File: src/rtl/muldiv_pkg.sv
// Shared definitions for the multiply/divide unit: R-type funct codes and FSM states.
package muldiv_pkg;

    localparam logic [5:0] FN_MFHI  = 6'b010000;
    localparam logic [5:0] FN_MTHI  = 6'b010001;
    localparam logic [5:0] FN_MFLO  = 6'b010010;
    localparam logic [5:0] FN_MTLO  = 6'b010011;
    localparam logic [5:0] FN_MULT  = 6'b011000;
    localparam logic [5:0] FN_MULTU = 6'b011001;
    localparam logic [5:0] FN_DIV   = 6'b011010;
    localparam logic [5:0] FN_DIVU  = 6'b011011;

    typedef enum logic [1:0] {
        IDLE,
        CALC,
        FIX
    } muldiv_state_t;

endpackage

File: src/rtl/muldiv_step.sv
// One iteration of the unsigned datapath: shift-add multiply step or restoring divide step.
module muldiv_step
    import muldiv_pkg::*;
#(
    parameter int WIDTH = 32
) (
    input  logic [WIDTH-1:0] acc_i,
    input  logic [WIDTH-1:0] opnd_i,
    input  logic [WIDTH-1:0] addend_i,
    input  logic             mode_i,
    output logic [WIDTH-1:0] acc_o,
    output logic [WIDTH-1:0] opnd_o
);

    logic [WIDTH:0] sum;
    logic [WIDTH:0] shifted;
    logic           ge;

    // The remainder is always below the divisor, so the W-bit subtraction cannot wrap.
    always_comb begin
        sum     = {1'b0, acc_i} + (opnd_i[0] ? {1'b0, addend_i} : '0);
        shifted = {acc_i, opnd_i[WIDTH-1]};
        ge      = (shifted >= {1'b0, addend_i});
        if (mode_i) begin
            acc_o  = ge ? (shifted[WIDTH-1:0] - addend_i) : shifted[WIDTH-1:0];
            opnd_o = {opnd_i[WIDTH-2:0], ge};
        end else begin
            acc_o  = sum[WIDTH:1];
            opnd_o = {sum[0], opnd_i[WIDTH-1:1]};
        end
    end

endmodule

File: src/rtl/muldiv_unit.sv
// Multi-cycle multiply/divide unit with HI/LO registers.
// Define MULDIV_DIV_EN to build the divider; without it DIV/DIVU decode as illegal.
module muldiv_unit
    import muldiv_pkg::*;
#(
    parameter int WIDTH = 32,
    parameter int CNT_W = $clog2(WIDTH) + 1
) (
    input  logic             clock,
    input  logic             reset,
    input  logic             start,
    input  logic [5:0]       funct,
    input  logic [WIDTH-1:0] op_a,
    input  logic [WIDTH-1:0] op_b,
    output logic             busy,
    output logic             done,
    output logic             err,
    output logic [WIDTH-1:0] result,
    output logic [WIDTH-1:0] hi_out,
    output logic [WIDTH-1:0] lo_out
);

    muldiv_state_t    state_q, state_d;
    logic [CNT_W-1:0] cnt_q, cnt_d;
    logic [WIDTH-1:0] acc_q, acc_d, opnd_q, opnd_d, addend_q, addend_d;
    logic [WIDTH-1:0] hi_q, hi_d, lo_q, lo_d;
    logic             negLo_q, negLo_d, done_q, done_d, err_q, err_d;
`ifdef MULDIV_DIV_EN
    logic             div_q, div_d, negHi_q, negHi_d;
`endif

    logic             isMul, isDiv, isSigned, isRead, stepMode;
    logic             signA, signB;
    logic [WIDTH-1:0] absA, absB, stepAcc, stepOpnd;
    logic [2*WIDTH-1:0] prod;

    assign isMul    = (funct == FN_MULT) || (funct == FN_MULTU);
    assign isSigned = (funct == FN_MULT) || (funct == FN_DIV);
    assign isRead   = (funct == FN_MFHI) || (funct == FN_MFLO);
    assign signA    = isSigned && op_a[WIDTH-1];
    assign signB    = isSigned && op_b[WIDTH-1];
    assign absA     = signA ? -op_a : op_a;
    assign absB     = signB ? -op_b : op_b;
    assign prod     = {acc_q, opnd_q};
`ifdef MULDIV_DIV_EN
    assign isDiv    = (funct == FN_DIV) || (funct == FN_DIVU);
    assign stepMode = div_q;
`else
    assign isDiv    = 1'b0;
    assign stepMode = 1'b0;
`endif

    muldiv_step #(.WIDTH(WIDTH)) u_step (
        .acc_i    (acc_q),
        .opnd_i   (opnd_q),
        .addend_i (addend_q),
        .mode_i   (stepMode),
        .acc_o    (stepAcc),
        .opnd_o   (stepOpnd)
    );

    always_ff @(posedge clock or posedge reset) begin
        if (reset) state_q <= IDLE;
        else       state_q <= state_d;
    end

    always_comb begin
        state_d = state_q;
        case (state_q)
            IDLE:    if (start && (isMul || isDiv)) state_d = CALC;
            CALC:    if (cnt_q == CNT_W'(WIDTH-1)) state_d = FIX;
            FIX:     state_d = IDLE;
            default: state_d = IDLE;
        endcase
    end

    always_comb begin
        busy   = (state_q != IDLE);
        done   = done_q;
        err    = err_q;
        hi_out = hi_q;
        lo_out = lo_q;
        result = (funct == FN_MFHI) ? hi_q : ((funct == FN_MFLO) ? lo_q : '0);
    end

    // Operands enter as magnitudes; FIX restores signs. A zero divisor keeps LO all ones.
    always_comb begin
        cnt_d    = cnt_q;
        acc_d    = acc_q;
        opnd_d   = opnd_q;
        addend_d = addend_q;
        hi_d     = hi_q;
        lo_d     = lo_q;
        negLo_d  = negLo_q;
        done_d   = 1'b0;
        err_d    = 1'b0;
`ifdef MULDIV_DIV_EN
        div_d    = div_q;
        negHi_d  = negHi_q;
`endif
        case (state_q)
            IDLE: begin
                if (start) begin
                    if (isMul || isDiv) begin
                        cnt_d    = '0;
                        acc_d    = '0;
                        negLo_d  = signA ^ signB;
                        opnd_d   = isMul ? absB : absA;
                        addend_d = isMul ? absA : absB;
`ifdef MULDIV_DIV_EN
                        div_d    = isDiv;
                        negHi_d  = signA;
                        if (isDiv && (op_b == '0)) negLo_d = 1'b0;
`endif
                    end else if (funct == FN_MTHI) begin
                        hi_d = op_a;
                    end else if (funct == FN_MTLO) begin
                        lo_d = op_a;
                    end else if (!isRead) begin
                        err_d = 1'b1;
                    end
                end
            end
            CALC: begin
                acc_d  = stepAcc;
                opnd_d = stepOpnd;
                cnt_d  = cnt_q + CNT_W'(1);
            end
            FIX: begin
                done_d = 1'b1;
`ifdef MULDIV_DIV_EN
                if (div_q) begin
                    lo_d = negLo_q ? -opnd_q : opnd_q;
                    hi_d = negHi_q ? -acc_q : acc_q;
                end else begin
                    {hi_d, lo_d} = negLo_q ? -prod : prod;
                end
`else
                {hi_d, lo_d} = negLo_q ? -prod : prod;
`endif
            end
            default: ;
        endcase
    end

    always_ff @(posedge clock or posedge reset) begin
        if (reset) begin
            cnt_q    <= '0;
            acc_q    <= '0;
            opnd_q   <= '0;
            addend_q <= '0;
            hi_q     <= '0;
            lo_q     <= '0;
            negLo_q  <= 1'b0;
            done_q   <= 1'b0;
            err_q    <= 1'b0;
`ifdef MULDIV_DIV_EN
            div_q    <= 1'b0;
            negHi_q  <= 1'b0;
`endif
        end else begin
            cnt_q    <= cnt_d;
            acc_q    <= acc_d;
            opnd_q   <= opnd_d;
            addend_q <= addend_d;
            hi_q     <= hi_d;
            lo_q     <= lo_d;
            negLo_q  <= negLo_d;
            done_q   <= done_d;
            err_q    <= err_d;
`ifdef MULDIV_DIV_EN
            div_q    <= div_d;
            negHi_q  <= negHi_d;
`endif
        end
    end

endmodule

File: config.mk
export PLATFORM = sky130hd
export DESIGN_NAME = muldiv_unit
export DESIGN_NICKNAME = d
export VERILOG_FILES = /design/src/rtl/muldiv_pkg.sv /design/src/rtl/muldiv_step.sv /design/src/rtl/muldiv_unit.sv
export SDC_FILE = /design/constraint.sdc
export NUM_CORES = 1
export LEC_CHECK = 0
export ABC_AREA = 1
export BUFFER_PORTS_ARGS = -buffer_cell sky130_fd_sc_hd__buf_2
export CAP_MARGIN = 20
export CORE_MARGIN = 2
export CORE_UTILIZATION = 50
export DETAILED_ROUTE_END_ITERATION = 8
export GPL_TIMING_DRIVEN = 1
export PLACE_DENSITY = 0.73
export SYNTH_ARGS = -nofsm -noshare
export SYNTH_HDL_FRONTEND = slang
export SYNTH_SLANG_ARGS = --single-unit
File: constraint.sdc
create_clock -name clock -period 5.65 [get_ports clock]
set_clock_uncertainty 0.1 [all_clocks]
set_input_delay 0.565 -clock clock [delete_from_list [all_inputs] [get_ports clock]]
set_output_delay 0.565 -clock clock [all_outputs]
set_load 0.05 [all_outputs]
==> results of run 1 <==
-- per-stage QoR --
stage / total power, mW / std cells / setup slack, ps / hold WS [ps] / cell area, µm²
after detailed placement: 6.47 / 2925 / 2160 / 366 / 15500
after global placement: 6.42 / 2925 / 2260 / 367 / 15500
after CTS: 7.69 / 2957 / 2150 / 112 / 16100
after global routing: 8.34 / 2961 / 2760 / 139 / 16200
after floorplan: 5.14 / 2436 / 353 / 349 / 14500
final: 7.83 / 2963 / 2860 / 95.0 / 16200
-- layout make-up --
cell class | count | area, µm²
Antenna cell | 2 | 5.00
Clock buffer | 19 | 443
Clock inverter | 13 | 131
Fill cell | 2959 | 12500
Inverter | 423 | 1590
Multi-Input combinational cell | 1764 | 8220
Sequential cell | 171 | 4280
Tap cell | 384 | 480
Timing Repair Buffer | 187 | 1020
-- cells in the final DEF, fill, tap and decap left out, types with 3 or more instances in the layout --
cell	count
ha_1	36
a31oi_1	12
inv_2	5
xor2_1	18
nand3b_1	3
nand2_1	772
clkbuf_16	17
xnor2_1	3
dfrtp_1	170
inv_6	7
nand4_1	23
buf_2	171
nor3_1	13
o211ai_1	11
o21ai_1	9
nand3_2	3
inv_1	416
a21oi_1	62
nand3_1	247
nor2_1	287
o22ai_2	3
o21ai_0	156
buf_4	12
nor2_2	4
and2_1	3
o21bai_1	6
o22ai_1	64
or2_2	4
-- power by group through the flow --
stage | registers [mW] | logic, mW | clock network, mW
floorplan | 2.62 | 2.52 | 0
global placement | 2.23 | 4.18 | 0
detailed placement | 2.24 | 4.22 | 0
CTS | 2.22 | 4.25 | 1.21
global route | 2.26 | 4.83 | 1.25
finish | 2.23 | 4.39 | 1.21
-- metal layers --
metal	wire, µm	share of wire (%)
met1	25800	44
met2	25000	43
met3	6210	11
met4	1410	2.4
met5	13	0.022
-- cell families after synthesis --
| group | after synthesis | share of synthesized area [%] |
|---|---|---|
| simple gates | 1370 | 39.2 |
| buf+inv | 501 | 13.7 |
| compound gates | 336 | 13.0 |
| flops | 171 | 29.6 |
| fa+ha+maj | 37 | 3.25 |
| xor+xnor | 21 | 1.27 |
-- worst max-delay path, delay by kind of cell --
kind,cells,cell delay (ps)
buffers and inverters,3,710
AOI/OAI and AO/OA,1,190
and+or+nand+nor,2,650
-- path summary, 6_finish.rpt --
path	from	to	slack [ps]	depth (start not counted)
setup / recovery	funct[2]	result[2]	2860	6
hold / removal	reset	lo_out[1]	90	2
setup reg to reg	state_q[0]	hi_out[27]	2930	10
hold reg to reg	addend_q[17]	addend_q[17]	390	2
max in group asynchronous	reset	acc_q[8]	4100	3
min in group clock	op_a[28]	addend_q[28]	310	4
-- cell usage after synthesis (4+ instances only) --
master | count | area, µm²
dfrtp_1 | 171 | 4280
o21ai_0 | 156 | 781
nor2_1 | 289 | 1080
a31oi_1 | 12 | 75.1
nand2_1 | 772 | 2900
xor2_1 | 18 | 158
o22ai_1 | 64 | 400
inv_2 | 4 | 15.0
buf_4 | 6 | 45.0
buf_2 | 19 | 95.1
a21oi_1 | 62 | 310
inv_1 | 419 | 1570
nor3_1 | 13 | 65.1
buf_6 | 7 | 78.8
nand4_1 | 23 | 144
or2_2 | 4 | 25.0
ha_1 | 36 | 450
nand3_1 | 247 | 1240
o21bai_1 | 6 | 45.0
buf_1 | 11 | 41.3
o21ai_1 | 9 | 45.0
o211ai_1 | 11 | 82.6
clkbuf_1 | 35 | 131
-- registers in the layout, summed over array words and instances, names as in the netlist, 2 cells and up --
signal	cells
cnt_q	6
lo_out	32
state_q	2
hi_out	32
acc_q	32
opnd_q	32
addend_q	32
==> flow_metrics.py, run 1 <==
metrics = {
    "final_layout": {
        "area_growth_syn_to_layout_pct": 11.8,
        "drive_gt1_share_pct": 9.66,
        "fin_util_pct": 56.5,
        "fin_nets": 2674,
    },
    "place": {
        "hpwl_um": 46300,
        "place_congestion": 1.02,
        "port_buffers": 171,
    },
    "floorplanning": {
        "die_w_um": 174,
        "dieArea_um2": 30300,
        "rows": 62,
        "io_pins": 172,
        "die_h_um": 174,
        "core_area_um2": 28600,
        "initial_core_util_pct": 50.6,
    },
    "yosys": {
        "synth.avg_cell_area_um2": 5.94,
        "synth_seq_area_share_pct": 29.6,
        "ys_ff_latch": 171,
        "synth_area_um2": 14500,
        "synth-main-ff-cell": "dfrtp_1",
        "synth_edf_count": 0,
        "postSynthCellCount": 2436,
        "async_reset_ff_share_pct": 100,
        "synth_nets": 2546,
        "synth_warnings": 0,
        "synth.distinct_cells": 49,
    },
    "routing": {
        "avgRoutedWirePerCell_um": 19.7,
        "vias": 16800,
        "drtIter0Drc": 1961,
        "drc": 0,
        "first_pass_iters": 6,
        "via_per_inst": 5.66,
        "ant_nets": 0,
        "routed_wl_um": 58500,
    },
    "power": {
        "clkPwrFrac_pct": 15.5,
        "power_density_nw_per_um2": 484,
        "vdd_drop_max_mv": 0.554,
        "cellLeakagePower_nw": 9.14,
        "p_int_mw": 3.46,
        "switchingPower_mw": 4.37,
        "p_sw_share_pct": 55.8,
        "p_comb_share_pct": 56.1,
        "power_frac_seq_pct": 28.4,
    },
    "global_route": {
        "grt_use_met1_pct": 56.4,
        "grt_pass1_wl_um": 89300,
        "grt_pass1_vias": 15100,
        "grt_most_used_layer": "met2",
        "use_met3_pct": 7.39,
        "use_met2_pct": 57.9,
        "grt_max_degree": 76,
        "antenna_found_initial": 4,
        "grt.total_usage_pct": 38.5,
        "gr-total-overflow": 0,
    },
    "timing": {
        "final.setup.tns_ps": 0,
        "period_needed_ps": 2790,
        "final-hold-violation-count": 0,
        "period_share_pct": 49.4,
        "relSlewSlack_pct": 44.4,
        "fmax_mhz": 358,
        "tightest_slew_ps": 834,
        "setup_viol": 0,
        "slew_violations": 0,
        "rsz0062_at_grt": "false",
    },
    "clocking": {
        "hold_buffers": 0,
        "clkTransAtPathRegs_ps": 70,
        "clock_latency_ps": 450,
        "cts_root_buf": "clkbuf_16",
        "htree_levels": 4,
        "cts_resized": 0,
        "cts_made_buffers": 17,
        "post_cts_buffers": 0,
        "clkSinkCount": 171,
        "clk_path_buf_depth": 2,
        "cts_tree": "yes",
    },
    "outcome": {
        "status": "finished, final reports clean",
    },
    "worst_setup_path": {
        "cp_common_cell": "buf_2",
        "path_cells": "buf_2, nor2_1, nand3_1, buf_8, o22ai_1, buf_2",
        "cp-start-kind": "input pin",
        "critical_path_class": "input pin to output pin",
        "max_stage_delay_ps": 340,
        "crit_required_ps": 4990,
        "cp.arrival_ps": 2130,
        "critPathMaxFanout": 28,
        "crit_path_end_kind": "output pin",
        "crit_path_top_delay_cell": "nand3_1",
    },
    "job": {
        "cap_violations": 0,
    },
    "worst_hold_path": {
        "hold_path_class": "input pin to async pin",
    },
}
No activity file was read; power rests on OpenSTA's default activity.
==> inputs of run 2 (changes only) <==
--- a/config.mk
+++ b/config.mk
@@ -12,7 +12,7 @@
 export CORE_UTILIZATION = 50
 export DETAILED_ROUTE_END_ITERATION = 8
 export GPL_TIMING_DRIVEN = 1
-export PLACE_DENSITY = 0.73
+export PLACE_DENSITY = 0.7
 export SYNTH_ARGS = -nofsm -noshare
 export SYNTH_HDL_FRONTEND = slang
 export SYNTH_SLANG_ARGS = --single-unit
==> constraint.sdc (replaced) <==
create_clock -name clock -period 2.8 [get_ports clock]
set_clock_uncertainty 0.1 [all_clocks]
set_input_delay 0.28 -clock clock [delete_from_list [all_inputs] [get_ports clock]]
set_output_delay 0.28 -clock clock [all_outputs]
set_load 0.05 [all_outputs]
==> run 2 against run 1 <==
  * Critical path depth up 8
  * Hold slack worse by 53 ps
  * Wire length up 1.9%
  * First-iteration DRC count up 20%
  * Clock power up 97%
  * Final cell count up 0.64%
  * Die area unchanged
  * Register-to-register slack worse by 2700 ps
  * Worst setup slack worse by 2600 ps
  * Sequential power up 100%
  * Non-clock buffer count up 20
  * Core utilization up 0.61 points
  * Critical endpoint is now acc_q[31]
  * Largest cell class unchanged
  * Largest power group unchanged
==> flow_metrics.py, run 2 (synthesized netlist as in run 1, its figures left out) <==
metrics = {
    "timing": {
        "final-hold-violation-count": 0,
        "tightest_slew_ps": 740,
        "rsz0062_at_grt": "false",
        "final.setup.tns_ps": 0,
        "setup_viol": 0,
        "period_share_pct": 90.1,
        "fmax_mhz": 396,
        "relSlewSlack_pct": 50.6,
        "setup_ws_ps": 277,
        "holdWs_ps": 42.3,
        "slew_violations": 0,
        "period_needed_ps": 2520,
    },
    "floorplanning": {
        "io_pins": 172,
        "rows": 62,
        "core_area_um2": 28600,
        "initial_core_util_pct": 50.6,
        "die_h_um": 174,
        "die_w_um": 174,
        "dieArea_um2": 30300,
    },
    "place": {
        "dpl-instance-area_um2": 15800,
        "pre_cts_ws_ps": 355,
        "port_buffers": 171,
        "place_congestion": 1.04,
        "hpwl_um": 47500,
        "dp.cells": 2948,
    },
    "worst_setup_path": {
        "path_cells": "buf_12, nand2_1, inv_1, ha_1, nand2_1, inv_1, a21oi_1, nor2_1, nor2_1, nor2_1, nor2_1, nand2_1, nand2_1, o21ai_0",
        "crit_required_ps": 3020,
        "critPathMaxFanout": 31,
        "cp-start-kind": "register",
        "cp.arrival_ps": 2740,
        "max_stage_delay_ps": 440,
        "critPathBufInv": 3,
        "crit_family": "simple AND/OR/NAND/NOR gates",
        "reg2reg_depth": 14,
        "cp_num_cells": 14,
        "crit_path_end_kind": "register",
        "crit_path_top_delay_cell": "dfrtp_1",
        "critical_path_class": "register to register",
    },
    "global_route": {
        "grt_pass1_vias": 15200,
        "grt.total_usage_pct": 39.2,
        "antenna_found_initial": 0,
        "gr-total-overflow": 0,
        "grt_max_degree": 68,
        "grt_pass1_wl_um": 90700,
    },
    "routing": {
        "met2_length_um": 25000,
        "top_layer": "met4",
        "drc": 0,
        "avgRoutedWirePerCell_um": 20.0,
        "wl_met3_um": 6270,
        "m1WireLength_um": 26600,
        "routed_wl_um": 59600,
        "vias": 17100,
        "first_pass_iters": 5,
        "via_per_inst": 5.72,
        "ant_nets": 0,
        "drtIter0Drc": 2351,
    },
    "worst_hold_path": {
        "hold_path_class": "input pin to register",
        "hold_depth": 4,
    },
    "final_layout": {
        "drive_gt1_share_pct": 10.4,
        "fin_nets": 2694,
        "n_fill_cell": 2988,
        "layout_common_cells": "nand2_1, inv_1, nor2_1",
        "fin_util_pct": 57.1,
        "design_area_um2": 16300,
        "area_growth_syn_to_layout_pct": 13.0,
        "stdcell_count": 2982,
        "final_common_cell": "nand2_1",
    },
    "power": {
        "power_density_nw_per_um2": 977,
        "p_total_mw": 16.0,
        "vdd_drop_max_mv": 0.599,
        "cellLeakagePower_nw": 9.23,
    },
    "clocking": {
        "post_cts_buffers": 0,
        "cts_resized": 0,
        "cts_tree": "yes",
        "clkTransAtPathRegs_ps": 70,
        "clk_path_buf_depth": 2,
        "clock_latency_ps": 460,
        "clkSinkCount": 171,
        "cts_made_buffers": 17,
        "cts_root_buf": "clkbuf_16",
        "hold_buffers": 1,
        "htree_levels": 4,
    },
    "outcome": {
        "status": "finished, final reports clean",
    },
    "job": {
        "cap_violations": 0,
    },
}
==> run 2: changes by cell type in the layout (fill, tap and decap cells not counted), moves of 2 or more <==
cell	delta
clkinvlp_4	+3
buf_8	-2
inv_8	+3
buf_12	+6
inv_6	-4
buf_4	+16
==> run 2: worst paths after layout <==
kind,start,to,slack [ps]
max,opnd_q[0],acc_q[31],280
max in group asynchronous,reset,acc_q[31],1490
min,op_a[26],addend_q[26],40
max reg2reg,opnd_q[0],acc_q[31],280
min in group asynchronous,reset,hi_out[26],350
min reg2reg,addend_q[17],addend_q[17],390
==> run 2: cell type report <==
cell class / count / area, µm² / area share [%]
multi-input combinational: 1764 / 8220 / 50.3
inverter: 423 / 1590 / 9.74
sequential: 171 / 4280 / 26.2
antenna: 1 / 2.50 / 0.0153
clock inverter: 14 / 131 / 0.804
timing repair buffer: 207 / 1220 / 7.44
tap: 384 / 480 / 2.94
clock buffer: 18 / 429 / 2.63
==> run 2: power by group <==
part           internal, mW  switching (mW)  leakage (nW)
Sequential             3.38            1.20          2.02
Clock                  1.18            1.20         0.264
Combinational          2.48            6.54          6.94
Total                  7.03            8.94          9.23
==> run 2: metal layers <==
layer | track usage (%) | up-vias
li1 | - | 7976
met4 | 11.2 | 0
met5 | 0 | -
met3 | 6.93 | 97
met2 | 57.8 | 961
met1 | 58.6 | 8026
==> run 2: worst reg2reg max path, cell delays in order, from the launching register on <==
cell and delay, ps:
dfrtp_1 440, buf_12 190, nand2_1 170, inv_1 70, ha_1 360, nand2_1 170
inv_1 50, a21oi_1 180, nor2_1 60, nor2_1 220, nor2_1 70, nor2_1 120
nand2_1 60, nand2_1 50, o21ai_0 70
